**src/rtl/stopwatch_pkg.sv**
```systemverilog
// -----------------------------------------------------------------------------
// stopwatch_pkg
//   Shared types and constants for the MM:SS stopwatch / countdown timer.
//   - state_t    : control FSM states
//   - bcd_t      : one BCD digit
//   - count_t    : the four-digit MM:SS count {m10, m1, s10, s1}
//   - DIGIT_MAX / S10_MAX : per-digit roll-over limits
//   - SSEG_*     : active-low 7-segment codes, bit order {g,f,e,d,c,b,a}
//   - count_clamp / count_inc / count_dec : BCD helpers used by the top
// -----------------------------------------------------------------------------
package stopwatch_pkg;

    typedef enum logic [1:0] {
        ST_IDLE  = 2'd0,
        ST_RUN   = 2'd1,
        ST_PAUSE = 2'd2,
        ST_DONE  = 2'd3
    } state_t;

    typedef logic [3:0] bcd_t;

    typedef struct packed {
        bcd_t m10;
        bcd_t m1;
        bcd_t s10;
        bcd_t s1;
    } count_t;

    localparam bcd_t DIGIT_MAX = 4'd9;
    localparam bcd_t S10_MAX   = 4'd5;

    localparam logic [6:0] SSEG_0     = 7'b1000000;
    localparam logic [6:0] SSEG_1     = 7'b1111001;
    localparam logic [6:0] SSEG_2     = 7'b0100100;
    localparam logic [6:0] SSEG_3     = 7'b0110000;
    localparam logic [6:0] SSEG_4     = 7'b0011001;
    localparam logic [6:0] SSEG_5     = 7'b0010010;
    localparam logic [6:0] SSEG_6     = 7'b0000010;
    localparam logic [6:0] SSEG_7     = 7'b1111000;
    localparam logic [6:0] SSEG_8     = 7'b0000000;
    localparam logic [6:0] SSEG_9     = 7'b0010000;
    localparam logic [6:0] SSEG_BLANK = 7'b1111111;

    function automatic bcd_t clamp_digit(input bcd_t d, input bcd_t lim);
        return (d > lim) ? lim : d;
    endfunction

    // Switch values are not guaranteed to be legal BCD; saturate each digit.
    function automatic count_t count_clamp(input count_t c);
        count_t r;
        r.m10 = clamp_digit(c.m10, DIGIT_MAX);
        r.m1  = clamp_digit(c.m1,  DIGIT_MAX);
        r.s10 = clamp_digit(c.s10, S10_MAX);
        r.s1  = clamp_digit(c.s1,  DIGIT_MAX);
        return r;
    endfunction

    // One-second increment with ripple carry; 99:59 wraps to 00:00.
    function automatic count_t count_inc(input count_t c);
        count_t r;
        r = c;
        if (c.s1 != DIGIT_MAX) begin
            r.s1 = c.s1 + 4'd1;
        end else begin
            r.s1 = '0;
            if (c.s10 != S10_MAX) begin
                r.s10 = c.s10 + 4'd1;
            end else begin
                r.s10 = '0;
                if (c.m1 != DIGIT_MAX) begin
                    r.m1 = c.m1 + 4'd1;
                end else begin
                    r.m1  = '0;
                    r.m10 = (c.m10 != DIGIT_MAX) ? c.m10 + 4'd1 : '0;
                end
            end
        end
        return r;
    endfunction

    // One-second decrement with ripple borrow; mirror image of count_inc.
    function automatic count_t count_dec(input count_t c);
        count_t r;
        r = c;
        if (c.s1 != '0) begin
            r.s1 = c.s1 - 4'd1;
        end else begin
            r.s1 = DIGIT_MAX;
            if (c.s10 != '0) begin
                r.s10 = c.s10 - 4'd1;
            end else begin
                r.s10 = S10_MAX;
                if (c.m1 != '0) begin
                    r.m1 = c.m1 - 4'd1;
                end else begin
                    r.m1  = DIGIT_MAX;
                    r.m10 = (c.m10 != '0) ? c.m10 - 4'd1 : DIGIT_MAX;
                end
            end
        end
        return r;
    endfunction

endpackage

```
**src/rtl/bcd_to_sseg.sv**
```systemverilog
// -----------------------------------------------------------------------------
// bcd_to_sseg
//   Combinational BCD digit to active-low 7-segment decoder.
//   Ports:
//     bcd  in  4  BCD digit (codes above 9 blank the display)
//     seg  out 7  active-low segments {g,f,e,d,c,b,a}
// -----------------------------------------------------------------------------
module bcd_to_sseg
    import stopwatch_pkg::*;
(
    input  logic [3:0] bcd,
    output logic [6:0] seg
);

    always_comb begin
        case (bcd)
            4'd0:    seg = SSEG_0;
            4'd1:    seg = SSEG_1;
            4'd2:    seg = SSEG_2;
            4'd3:    seg = SSEG_3;
            4'd4:    seg = SSEG_4;
            4'd5:    seg = SSEG_5;
            4'd6:    seg = SSEG_6;
            4'd7:    seg = SSEG_7;
            4'd8:    seg = SSEG_8;
            4'd9:    seg = SSEG_9;
            default: seg = SSEG_BLANK;
        endcase
    end

endmodule

```
**src/rtl/stopwatch_counter.sv**
```systemverilog
// -----------------------------------------------------------------------------
// stopwatch_counter
//   MM:SS BCD stopwatch with an optional countdown-timer mode.
//   Optional feature macro: STOPWATCH_TIMER_DOWN_EN
//     defined   : mode=1 counts down; reaching 00:00 enters DONE
//     undefined : mode is ignored, always counts up, done is tied 0
//   Parameters:
//     DIV          clk cycles per one-second count step (>= 2)
//   Ports:
//     clk          in   1   system clock, rising edge
//     rst_n        in   1   asynchronous active-low reset
//     start_stop   in   1   pulse: toggle run/pause (start from idle)
//     clear        in   1   pulse: back to 00:00 / idle
//     load         in   1   pulse: preset count from load_bcd (not in RUN)
//     load_bcd     in   16  {M10,M1,S10,S1} preset digits
//     mode         in   1   0 = up, 1 = down (sampled on start from idle)
//     seg0..seg3   out  7   registered active-low codes for S1,S10,M1,M10
//     running      out  1   registered, high while in RUN
//     done         out  1   registered, high while in DONE
// -----------------------------------------------------------------------------
module stopwatch_counter #(
    parameter int DIV = 100000000
) (
    input  logic        clk,
    input  logic        rst_n,
    input  logic        start_stop,
    input  logic        clear,
    input  logic        load,
    input  logic [15:0] load_bcd,
    input  logic        mode,
    output logic [6:0]  seg0,
    output logic [6:0]  seg1,
    output logic [6:0]  seg2,
    output logic [6:0]  seg3,
    output logic        running,
    output logic        done
);

    import stopwatch_pkg::*;

    localparam int              PW         = (DIV > 2) ? $clog2(DIV) : 1;
    localparam logic [PW-1:0]   PRESC_LAST = PW'(DIV - 1);

    state_t          state, state_nx;
    count_t          count, count_nx, step_val;
    logic [PW-1:0]   presc, presc_nx;
    logic [6:0]      sseg_s1, sseg_s10, sseg_m1, sseg_m10;

`ifdef STOPWATCH_TIMER_DOWN_EN
    logic            mode_q, mode_nx;
    assign step_val = mode_q ? count_dec(count) : count_inc(count);
`else
    logic            unused_mode;
    assign unused_mode = mode;
    assign step_val    = count_inc(count);
`endif

    // Next-state logic. Command priority: clear, then load, then start_stop.
    always_comb begin
        // NOTE: every output of this block gets a default first so that no
        // path leaves a variable unassigned and infers a latch.
        state_nx = state;
        count_nx = count;
        presc_nx = presc;
`ifdef STOPWATCH_TIMER_DOWN_EN
        mode_nx  = mode_q;
`endif
        if (clear) begin
            state_nx = ST_IDLE;
            count_nx = '0;
            presc_nx = '0;
        end else if (load && (state != ST_RUN)) begin
            state_nx = ST_IDLE;
            count_nx = count_clamp(count_t'(load_bcd));
            presc_nx = '0;
        end else begin
            case (state)
                ST_IDLE: begin
                    if (start_stop) begin
                        presc_nx = '0;
                        state_nx = ST_RUN;
`ifdef STOPWATCH_TIMER_DOWN_EN
                        mode_nx  = mode;
                        // A countdown from 00:00 has already expired.
                        if (mode && (count == '0)) state_nx = ST_DONE;
`endif
                    end
                end
                ST_RUN: begin
                    // The prescaler advances on every RUN cycle, including the
                    // one on which a pause is requested.
                    if (presc == PRESC_LAST) begin
                        presc_nx = '0;
                        count_nx = step_val;
                    end else begin
                        presc_nx = presc + PW'(1);
                    end
                    if (start_stop) state_nx = ST_PAUSE;
`ifdef STOPWATCH_TIMER_DOWN_EN
                    // Expiry outranks a coincident pause request.
                    if (mode_q && (presc == PRESC_LAST) && (step_val == '0))
                        state_nx = ST_DONE;
`endif
                end
                ST_PAUSE: begin
                    if (start_stop) state_nx = ST_RUN;
                end
                default: ;  // DONE: only clear or load leave it
            endcase
        end
    end

    // Outputs are decoded from the next state so they line up with the state
    // register rather than trailing it by a cycle.
    always_ff @(posedge clk or negedge rst_n) begin
        if (!rst_n) begin
            state   <= ST_IDLE;
            count   <= '0;
            presc   <= '0;
            running <= 1'b0;
`ifdef STOPWATCH_TIMER_DOWN_EN
            mode_q  <= 1'b0;
            done    <= 1'b0;
`endif
        end else begin
            // NOTE: non-blocking assignments for all registered state so every
            // flop samples the pre-edge values regardless of statement order.
            state   <= state_nx;
            count   <= count_nx;
            presc   <= presc_nx;
            running <= (state_nx == ST_RUN);
`ifdef STOPWATCH_TIMER_DOWN_EN
            mode_q  <= mode_nx;
            done    <= (state_nx == ST_DONE);
`endif
        end
    end

`ifndef STOPWATCH_TIMER_DOWN_EN
    assign done = 1'b0;
`endif

    bcd_to_sseg u_sseg_s1  (.bcd(count.s1),  .seg(sseg_s1));
    bcd_to_sseg u_sseg_s10 (.bcd(count.s10), .seg(sseg_s10));
    bcd_to_sseg u_sseg_m1  (.bcd(count.m1),  .seg(sseg_m1));
    bcd_to_sseg u_sseg_m10 (.bcd(count.m10), .seg(sseg_m10));

    // Display registers trail the count register by one cycle.
    always_ff @(posedge clk or negedge rst_n) begin
        if (!rst_n) begin
            seg0 <= SSEG_0;
            seg1 <= SSEG_0;
            seg2 <= SSEG_0;
            seg3 <= SSEG_0;
        end else begin
            seg0 <= sseg_s1;
            seg1 <= sseg_s10;
            seg2 <= sseg_m1;
            seg3 <= sseg_m10;
        end
    end

endmodule

```
**config.mk**
```make
export PLATFORM = sky130hd
export DESIGN_NAME = stopwatch_counter
export DESIGN_NICKNAME = d
export VERILOG_FILES = /design/src/rtl/stopwatch_pkg.sv /design/src/rtl/bcd_to_sseg.sv /design/src/rtl/stopwatch_counter.sv
export SDC_FILE = /design/constraint.sdc
export NUM_CORES = 1
export LEC_CHECK = 0
export CAP_MARGIN = 20
export CORE_MARGIN = 2
export CORE_UTILIZATION = 38
export CTS_CLUSTER_DIAMETER = 120
export DETAILED_ROUTE_END_ITERATION = 8
export PLACE_DENSITY = 0.59
export SLEW_MARGIN = 20
export SYNTH_ARGS = -nofsm -noshare
export SYNTH_HDL_FRONTEND = slang
export SYNTH_SLANG_ARGS = --single-unit
```
**constraint.sdc**
```tcl
create_clock -name clk -period 3.3 [get_ports clk]
set_clock_uncertainty 0.1 [all_clocks]
set_input_delay 0.66 -clock clk [delete_from_list [all_inputs] [get_ports clk]]
set_output_delay 0.66 -clock clk [all_outputs]
set_load 0.02 [all_outputs]
```
==> run metrics <==
clock sink count 74; WL/cell 14.9 um; first-pass GRT wire length 16.5 mm; r2r setup slk 940 ps; CTS tree yes; post-synth top area cell dfrtp_1; Max VDD drop 0.263 mV; Post-synth EDFFs 0; total power 2.08 mW; Comb power frac 18.9%; Rel. slew slack 54.2%; internal power 1.49 mW; GRT overflow 0; Peak Freq 424 MHz; Power Density 418 nW/um^2; crit start category flip-flop; syn avg cell area 9.21 sq um; yosys warns 0; TritonCTS buffer count 9; all-layer global routing usage 17.7%; max cap viols 0; Syn-to-layout area delta 20.0%; share of layout cells above drive strength 1 8.32%; Slew @ Worst Pin 687 ps; vias per inst 5.32; DP HPWL 7.02 mm; Hold Crit Class input port to async pin; worst-path fanout max 6; CTS H-tree lvls 3; Seq/Total Area, Yosys 44.7%; largest cells by area after synthesis dfrtp_1 42%, ha_1 6.3%, nor2_1 4.9%; Post-CTS Setup Bufs 0; cts-stage hold buffer count 0; most common cell after layout, fill and taps aside dfrtp_1; Post-Place Cells 629; Synthesized Nets 494; clk slew on worst S/H paths 80 ps; DRT iter0 DRCs 123; Post-Route WL 9.63 mm; Final Util 46.4%; critical path class flip-flop to flip-flop; largest net degree at the start of global routing 31; FF+latch count, synth 74; Worst Path Required 3420 ps; CP Cell Sequence ha_1, nand3_1, or4_4, nor3_4, nor4b_1, nor3_1; CP max-delay cell or4_4; fin crit share 71.5%; clock root buffer clkbuf_8; vias 3431; Final Instance Area 4980 sq um; clock buffer depth 2; total I/O pin count 52; P_leak 2.10 nW; Most used DFF post-synth dfrtp_1; largest stage delay on the critical path 600 ps; post-route insts no fill 645; drt pass-1 iters 5; die height 109 um; Yosys top cell area share 42.2%; Die Width 109 um; cts repair resizes 0; total die area 11800 sq um; Yosys cell types 59; WP buf/inv 0; layout net count 543; diodes inserted 0; asr flop ratio synth 100%; placeable core area 10700 sq um; Reg2Reg Depth 6; RSZ-0062 raised after global routing no; Clk pwr share 32.4%; worst-skew pair later-pin latency 350 ps; Setup violations, final 0; Placer Congestion 0.851; worst setup path endpoint count[15]; post-synthesis cell area 4150 sq um; Worst Path Arrival 2480 ps; CP Depth 6; commonest non-fill, non-tap cells in the layout 70 x dfrtp_1, 54 x nor2_1, 48 x clkdlybuf4s50_1; max-slew violations 0; net load switching power 597 uW; crit end category flip-flop; Sw Ratio 28.6%; initial antenna violation count 0; worst r2r src presc[0]; FF-to-FF End count[15]; Seq pwr share 48.7%; Syn Inst Count 451; vias in the first global route 3395; Setup TNS 0 ps; Initial Utilization 38.6%; Rows 38; # port buffers 49; Worst Setup SP presc[0]; Top delay family on crit path simple AND/OR/NAND/NOR gates; Hold Vio Cnt, Final 0; Post-route DRC 0; outcome finished, final reports clean; Final ANT Viol Nets 0; placed standard-cell area 4800 sq um; crit path time final 2360 ps
[registers in the layout, summed over array words and instances, names as in the netlist]
register and count:
running 1, seg3 7, count 16, seg0 7, seg1 7, state 2
seg2 7, presc 27
[power groups by stage]
stage | Clock [mW] | Sequential, mW | Combinational (mW)
after floorplan | 0 | 1.08 | 0.163
after global placement | 0 | 1.03 | 0.393
after detailed placement | 0 | 1.03 | 0.398
after CTS | 0.699 | 1.02 | 0.399
after global routing | 0.734 | 1.02 | 0.438
final | 0.676 | 1.02 | 0.393
[worst min path at each step]
stage | startpoint | cells after the start | slack (ps) | endpoint
after detailed placement | presc[0] | 1 | 440 | presc[0]
final | rst_n | 1 | 240 | seg3[5]
after CTS | rst_n | 1 | 260 | seg3[0]
after global placement | presc[1] | 1 | 430 | presc[1]
after global routing | rst_n | 1 | 300 | seg3[0]
after floorplan | rst_n | 0 | 260 | count[0]
[metrics by stage]
step | worst slack (ps) | hold WS (ps)
3_3_place_gp | 572 | 431
6_report | 941 | 242
2_1_floorplan | 1210 | 264
3_5_place_dp | 595 | 444
5_1_grt | 698 | 296
4_1_cts | 925 | 261
[area by class of cell]
cell class,instances,area (sq um)
timing repair buffer,58,553
clock inverter,7,60.1
inverter,21,78.8
tap,140,175
multi-input combinational,336,2130
clock buffer,9,124
sequential,74,1860
fill,1062,5760
[cell usage after synthesis (2+ instances only)]
| library cell | count |
|---|---|
| or3_1 | 4 |
| dfstp_2 | 4 |
| buf_2 | 2 |
| and2_1 | 4 |
| nor3b_1 | 3 |
| nor4bb_1 | 3 |
| o22ai_1 | 2 |
| clkbuf_1 | 17 |
| nor2_1 | 54 |
| inv_1 | 21 |
| a32o_1 | 2 |
| ha_1 | 21 |
| a21oi_1 | 26 |
| a31oi_1 | 8 |
| xor2_1 | 19 |
| and3_1 | 7 |
| or2_2 | 4 |
| nor4_1 | 4 |
| mux2i_1 | 7 |
| nand2_1 | 40 |
| nand3_1 | 18 |
| nand2b_1 | 3 |
| a311oi_1 | 2 |
| nand3b_1 | 4 |
| nor3_1 | 9 |
| xnor2_1 | 3 |
| o21a_1 | 3 |
| dfrtp_1 | 70 |
| and3b_1 | 3 |
| and4_1 | 3 |
| a21boi_0 | 2 |
| o31ai_1 | 4 |
| o21ai_0 | 24 |
| a211oi_1 | 4 |
| nor4b_1 | 3 |
| nor3_4 | 2 |
| nand4_1 | 19 |
| o31a_1 | 2 |
[cell families (layout without fill, tap and decap cells)]
kind of cell / count (synthesis) / count (layout) / share of synthesized area [%]
other cells: 1 / 1 / 0.0903
simple gates: 193 / 193 / 24.5
fa+ha+maj: 21 / 21 / 6.33
flops: 74 / 74 / 44.7
mux: 8 / 8 / 1.96
compound gates: 91 / 91 / 13.9
buf+inv: 41 / 95 / 3.86
xor+xnor: 22 / 22 / 4.64
[metal layers]
| metal | wire length (um) | track usage [%] | vias to the layer above |
|---|---|---|---|
| li1 | - | - | 1690 |
| met1 | 4350 | 23.0 | 1666 |
| met2 | 4770 | 29.9 | 66 |
| met3 | 385 | 3.62 | 9 |
| met4 | 121 | 5.04 | 0 |
| met5 | 0 | 0 | - |
Note: power is estimated with default switching activity, not from simulation.
